<file path="src/rtl/intersection_ctrl.sv">
// Traffic-light phase controller: round-robin service of latched requests with a timed
// all-red clearance between green phases. Define TLC_PREEMPT_EN to add emergency preemption.
module intersection_ctrl #(
  parameter int GREEN_CYCLES = 8,
  parameter int CLEAR_CYCLES = 2,
  parameter int TIMER_W      = 8
) (
  input  logic clock,
  input  logic reset_n,
  input  logic up_req,
  input  logic down_req,
  input  logic turn_req,
  input  logic ped_req,
`ifdef TLC_PREEMPT_EN
  input  logic preempt,
`endif
  output logic up_green,
  output logic down_green,
  output logic turn_green,
  output logic pedestrian_green,
  output logic all_red
);

  typedef enum logic [2:0] {
    S_IDLE,
    S_CLEAR,
    S_G_UP,
    S_G_DOWN,
    S_G_TURN,
    S_G_PED
  } state_e;

  // Phase indices double as bit positions in the request/pending vectors.
  localparam logic [1:0] PH_UP   = 2'd0;
  localparam logic [1:0] PH_DOWN = 2'd1;
  localparam logic [1:0] PH_TURN = 2'd2;
  localparam logic [1:0] PH_PED  = 2'd3;

  localparam logic [TIMER_W-1:0] GREEN_LAST = TIMER_W'(GREEN_CYCLES - 1);
  localparam logic [TIMER_W-1:0] CLEAR_LAST = TIMER_W'(CLEAR_CYCLES - 1);

  state_e             state_q, state_d;
  logic [TIMER_W-1:0] timer_q, timer_d;
  logic [3:0]         pending_q, pending_d;
  logic [1:0]         rr_last_q, rr_last_d;

  logic [3:0] req_vec;
  logic [3:0] cur_mask;
  logic [3:0] grant_mask;
  logic [1:0] arb_phase;
  logic       arb_valid;
  logic       grant;

  assign req_vec = {ped_req, turn_req, down_req, up_req};

  function automatic state_e phase_state(input logic [1:0] ph);
    case (ph)
      PH_UP:   return S_G_UP;
      PH_DOWN: return S_G_DOWN;
      PH_TURN: return S_G_TURN;
      default: return S_G_PED;
    endcase
  endfunction

  // NOTE: every combinational output gets a default first, so no path can infer a latch.
  always_comb begin
    cur_mask = '0;
    case (state_q)
      S_G_UP:   cur_mask[PH_UP]   = 1'b1;
      S_G_DOWN: cur_mask[PH_DOWN] = 1'b1;
      S_G_TURN: cur_mask[PH_TURN] = 1'b1;
      S_G_PED:  cur_mask[PH_PED]  = 1'b1;
      default:  ;
    endcase
  end

  // Scan from farthest to nearest after rr_last so the nearest pending phase wins.
  always_comb begin
    arb_valid = 1'b0;
    arb_phase = rr_last_q;
    for (int i = 4; i >= 1; i--) begin
      if (pending_q[rr_last_q + 2'(i)]) begin
        arb_valid = 1'b1;
        arb_phase = rr_last_q + 2'(i);
      end
    end
  end

  always_comb begin
    state_d   = state_q;
    timer_d   = timer_q;
    rr_last_d = rr_last_q;
    grant     = 1'b0;

    case (state_q)
      S_IDLE: grant = arb_valid;
      S_CLEAR: begin
        if (timer_q == CLEAR_LAST) begin
          timer_d = '0;
          if (arb_valid) grant = 1'b1;
          else           state_d = S_IDLE;
        end else begin
          timer_d = timer_q + TIMER_W'(1);
        end
      end
      S_G_UP, S_G_DOWN, S_G_TURN, S_G_PED: begin
        // Timer saturates at the last green cycle; green holds until a rival request appears.
        if (timer_q == GREEN_LAST) begin
          if (|(pending_q & ~cur_mask)) begin
            state_d = S_CLEAR;
            timer_d = '0;
          end
        end else begin
          timer_d = timer_q + TIMER_W'(1);
        end
      end
      default: begin
        state_d = S_IDLE;
        timer_d = '0;
      end
    endcase

    if (grant) begin
      state_d   = phase_state(arb_phase);
      timer_d   = '0;
      rr_last_d = arb_phase;
    end
    grant_mask = grant ? (4'b0001 << arb_phase) : 4'b0000;

`ifdef TLC_PREEMPT_EN
    if (preempt) begin
      state_d    = S_CLEAR;
      timer_d    = '0;
      rr_last_d  = rr_last_q;
      grant_mask = 4'b0000;
    end
`endif

    pending_d = (pending_q | (req_vec & ~cur_mask)) & ~grant_mask;
  end

  // NOTE: sequential state uses non-blocking assignments only; reset is asynchronous.
  always_ff @(posedge clock or negedge reset_n) begin
    if (!reset_n) begin
      state_q   <= S_IDLE;
      timer_q   <= '0;
      pending_q <= '0;
      rr_last_q <= PH_PED;
    end else begin
      state_q   <= state_d;
      timer_q   <= timer_d;
      pending_q <= pending_d;
      rr_last_q <= rr_last_d;
    end
  end

  // Lights are registered from the next state so they change in step with state_q, glitch-free.
  always_ff @(posedge clock or negedge reset_n) begin
    if (!reset_n) begin
      up_green         <= 1'b0;
      down_green       <= 1'b0;
      turn_green       <= 1'b0;
      pedestrian_green <= 1'b0;
      all_red          <= 1'b1;
    end else begin
      up_green         <= (state_d == S_G_UP);
      down_green       <= (state_d == S_G_DOWN);
      turn_green       <= (state_d == S_G_TURN) || (state_d == S_G_PED);
      pedestrian_green <= (state_d == S_G_PED);
      all_red          <= (state_d == S_IDLE) || (state_d == S_CLEAR);
    end
  end

endmodule

</file>
<file path="config.mk">
export PLATFORM = sky130hd
export DESIGN_NAME = intersection_ctrl
export DESIGN_NICKNAME = d
export VERILOG_FILES = /design/src/rtl/intersection_ctrl.sv
export SDC_FILE = /design/constraint.sdc
export NUM_CORES = 1
export LEC_CHECK = 0
export ABC_CLOCK_PERIOD_IN_PS = 6100
export CORE_AREA = 2 2 50 52
export DETAILED_ROUTE_END_ITERATION = 10
export DIE_AREA = 0 0 52 54
export GPL_TIMING_DRIVEN = 0
export PLACE_DENSITY = 0.9
export SLEW_MARGIN = 20
export SYNTH_ARGS = -nofsm -noshare
export SYNTH_HDL_FRONTEND = slang
export SYNTH_SLANG_ARGS = --single-unit
</file>
<file path="constraint.sdc">
create_clock -name clock -period 6.1 [get_ports clock]
set_clock_uncertainty 0.05 [all_clocks]
set_input_delay 0.915 -clock clock [delete_from_list [all_inputs] [get_ports clock]]
set_output_delay 0.915 -clock clock [all_outputs]
set_load 0.03 [all_outputs]
</file>
==> reports/qor.txt <==
first-pass GRT wire length -> 4.46 mm
register area -> 554 µm²
status -> completed
Fill cells -> 200
CP max FO -> 7
fraction of the yosys area taken by sequential cells -> 43.2%
Worst Path Class, Setup -> flip-flop to flip-flop
Rows -> 18
Die Y -> 54 µm
CP peak stage delay -> 0.52 ns
vias in the first global route -> 1,027
total power -> 0.000771 W
largest net degree at the start of global routing -> 23
final WL -> 2.68 mm
Pwr Density -> 525 nW/µm²
worst slew pin tran -> 0.862 ns
CP Capture Type -> flip-flop
crit path time final -> 2.52 ns
critical path, cell by cell -> or4_1, buf_2, o31ai_2, nand2_1, and3_4, a211o_1
Mapped Area -> 1280 µm²
Die ar. -> 2810 µm²
hpwl dp -> 1.95 mm
clk slew on worst S/H paths -> 0.13 ns
area leader, netlist -> dfrtp_1
Std-Cell Core Area -> 2320 µm²
area of the multi-input gates -> 681 µm²
Required @ worst endpoint -> 6.25 ns
Tot GR Track Use -> 21.5%
Clock Sinks -> 22
gpl congestion -> 0.814
Setup crit start kind -> flip-flop
CP Buf/Inv Count -> 1
Yosys cell types -> 42
quantity of hold-fixing buffers added after cts -> 0
share of layout cells above drive strength 1 -> 11.5%
drc violations -> 0
wire per inst -> 14.4 µm
clock root buffer master -> clkbuf_4
syn nets -> 150
n_diodes -> 0
Ports -> 11
most frequent cells in the layout -> 19 x dfrtp_1, 18 x nand2_1, 13 x nor2_1, 13 x a21oi_1, 9 x clkdlybuf4s50_1
RSZ-0062 raised after global routing -> no
Die Wd -> 52 µm
post_cts resized -> 0
post-synthesis register bit count -> 22
Initial Util -> 55.3%
Port Buf Inserts -> 10
syn avg cell area -> 9.03 µm²
Static Leak -> 0.655 nW
final setup fails -> 0
Worst path top cell family by delay -> simple AND/OR/NAND/NOR gates
1st-iter DRT viols -> 27
clk buf depth -> 2
antenna-violating nets left -> 0
Hold WC Path Type -> flip-flop to flip-flop
initial antenna violation count -> 0
vias per cell -> 5.97
Critical Path AT -> 2.67 ns
relative slew slack -> 42.2%
f_max -> 397 MHz
CTS tree -> yes
peak supply drop -> 386 µV
Fin. Hold Viols -> 0
Post-CTS Repair Setup Buffers -> 0
ratio of final minimum period to clock period -> 41.3%
TritonCTS Buffers -> 3
Synth Warn # -> 0
setup total negative slack -> 0 ns
Overflow after GRT -> 0
maxcap violations -> 0
Pins Over Slew Limit -> 0
CP max-delay cell -> or4_1
most common cell after layout, fill and taps aside -> dfrtp_1
TritonRoute pass-1 iters -> 4
Final nets -> 165
Worst-Skew Late Latency -> 0.32 ns
area grow syn2layout -> 14.4%
post-synthesis cell count -> 142
Synth top area share -> 37.1%
Area contributors post-synth -> dfrtp_1 37%, dfstp_2 6.1%, nand2_1 5.3%
total number of vias -> 1,110
htree depth -> 1
-- worst reg2reg max path: stages (launching register included) --
cell	delay, ns
dfrtp_1	0.47
or4_1	0.52
buf_2	0.17
o31ai_2	0.37
nand2_1	0.29
and3_4	0.26
a211o_1	0.29
-- sequential cells by signal, indices dropped and copies added, names as in the netlist --
signal	flops
rr_last_q	2
up_green	1
all_red	1
pending_q	4
down_green	1
state_q	3
pedestrian_green	1
timer_q	8
turn_green	1
-- metrics by stage --
| stage | util (%) | hold WS (ns) | instances | area [µm²] | setup WS, ns |
|---|---|---|---|---|---|
| final | 63.3 | 0.454 | 186 | 1470 | 3.58 |
| after floorplan | - | 0.408 | 142 | 1280 | 3.87 |
| after CTS | 63.5 | 0.459 | 186 | 1470 | 3.63 |
| after global routing | 63.3 | 0.492 | 186 | 1470 | 3.48 |
| after global placement | 61.2 | 0.428 | 182 | 1420 | 3.74 |
| after detailed placement | 61.2 | 0.441 | 182 | 1420 | 3.65 |
-- synth_stat cells --
library cell,number
a22o_1,2
nor2_1,13
a21boi_0,1
o21a_1,1
buf_2,5
nand3_1,2
and2_0,1
nor4b_1,2
nand2_1,18
a2bb2oi_1,1
and3_4,1
o22ai_1,1
and2_1,2
a221o_1,2
o41ai_1,1
mux2i_1,1
o31ai_2,2
o31a_1,1
nand4_1,1
dfrtp_1,19
a211o_1,4
nor3_1,6
a311oi_1,2
or4_1,3
a21oi_1,13
nor4_1,1
o21ai_0,5
o31ai_4,1
clkbuf_1,1
inv_1,5
nor2b_1,3
dfstp_2,3
a221oi_1,1
o32ai_1,1
o221ai_1,1
or3_1,1
or2_2,1
a21o_1,3
a31oi_1,1
and3b_1,1
ha_1,2
nand2b_1,6
-- final cells by class --
type                    instances  share of cell area (%)
inverters                       5                    1.28
clock inverters                 1                    2.05
clock buffers                   3                    1.53
repair buffers                 10                    6.48
well taps                      30                    2.56
flip-flops and latches         22                    37.8
multi-input cells             109                    46.4
plain buffers                   6                    1.96
-- worst paths after layout --
kind | from | endpoint | slack [ns] | depth (start not counted)
setup / recovery | timer_q[3] | timer_q[4] | 3.58 | 6
hold reg to reg | rr_last_q[0] | rr_last_q[0] | 0.45 | 2
hold / removal | rr_last_q[0] | rr_last_q[0] | 0.45 | 2
setup reg to reg | timer_q[3] | timer_q[4] | 3.58 | 6
max in group asynchronous | reset_n | all_red | 5.14 | 1
min in group asynchronous | reset_n | timer_q[6] | 0.48 | 1
-- report_power, final --
group | internal [W] | switching, W
Sequential | 0.000203 | 0.0000446
Clock | 0.0000665 | 0.0000451
Combinational | 0.000165 | 0.000247
-- per-layer routing --
layer  vias up  track usage, %  routed length, µm
met5         -               0                  0
met4         0            7.89                 31
met3         6            3.61                 72
met2        24            38.4               1370
met1       525            26.1               1200
li1        555               -                  -
-- cells by family (layout without fill, tap and decap cells) --
| kind of cell | count (synthesis) | in the layout | synth area share [%] |
|---|---|---|---|
| AND/OR/NAND/NOR | 62 | 62 | 24.7 |
| AO/OA/AOI/OAI | 44 | 44 | 25.7 |
| flip-flops | 22 | 22 | 43.2 |
| buffers and inverters | 11 | 25 | 3.71 |
| adder cells (fa/ha/maj) | 2 | 2 | 1.95 |
| multiplexers | 1 | 1 | 0.781 |
Note: power is estimated with default switching activity, not from simulation.
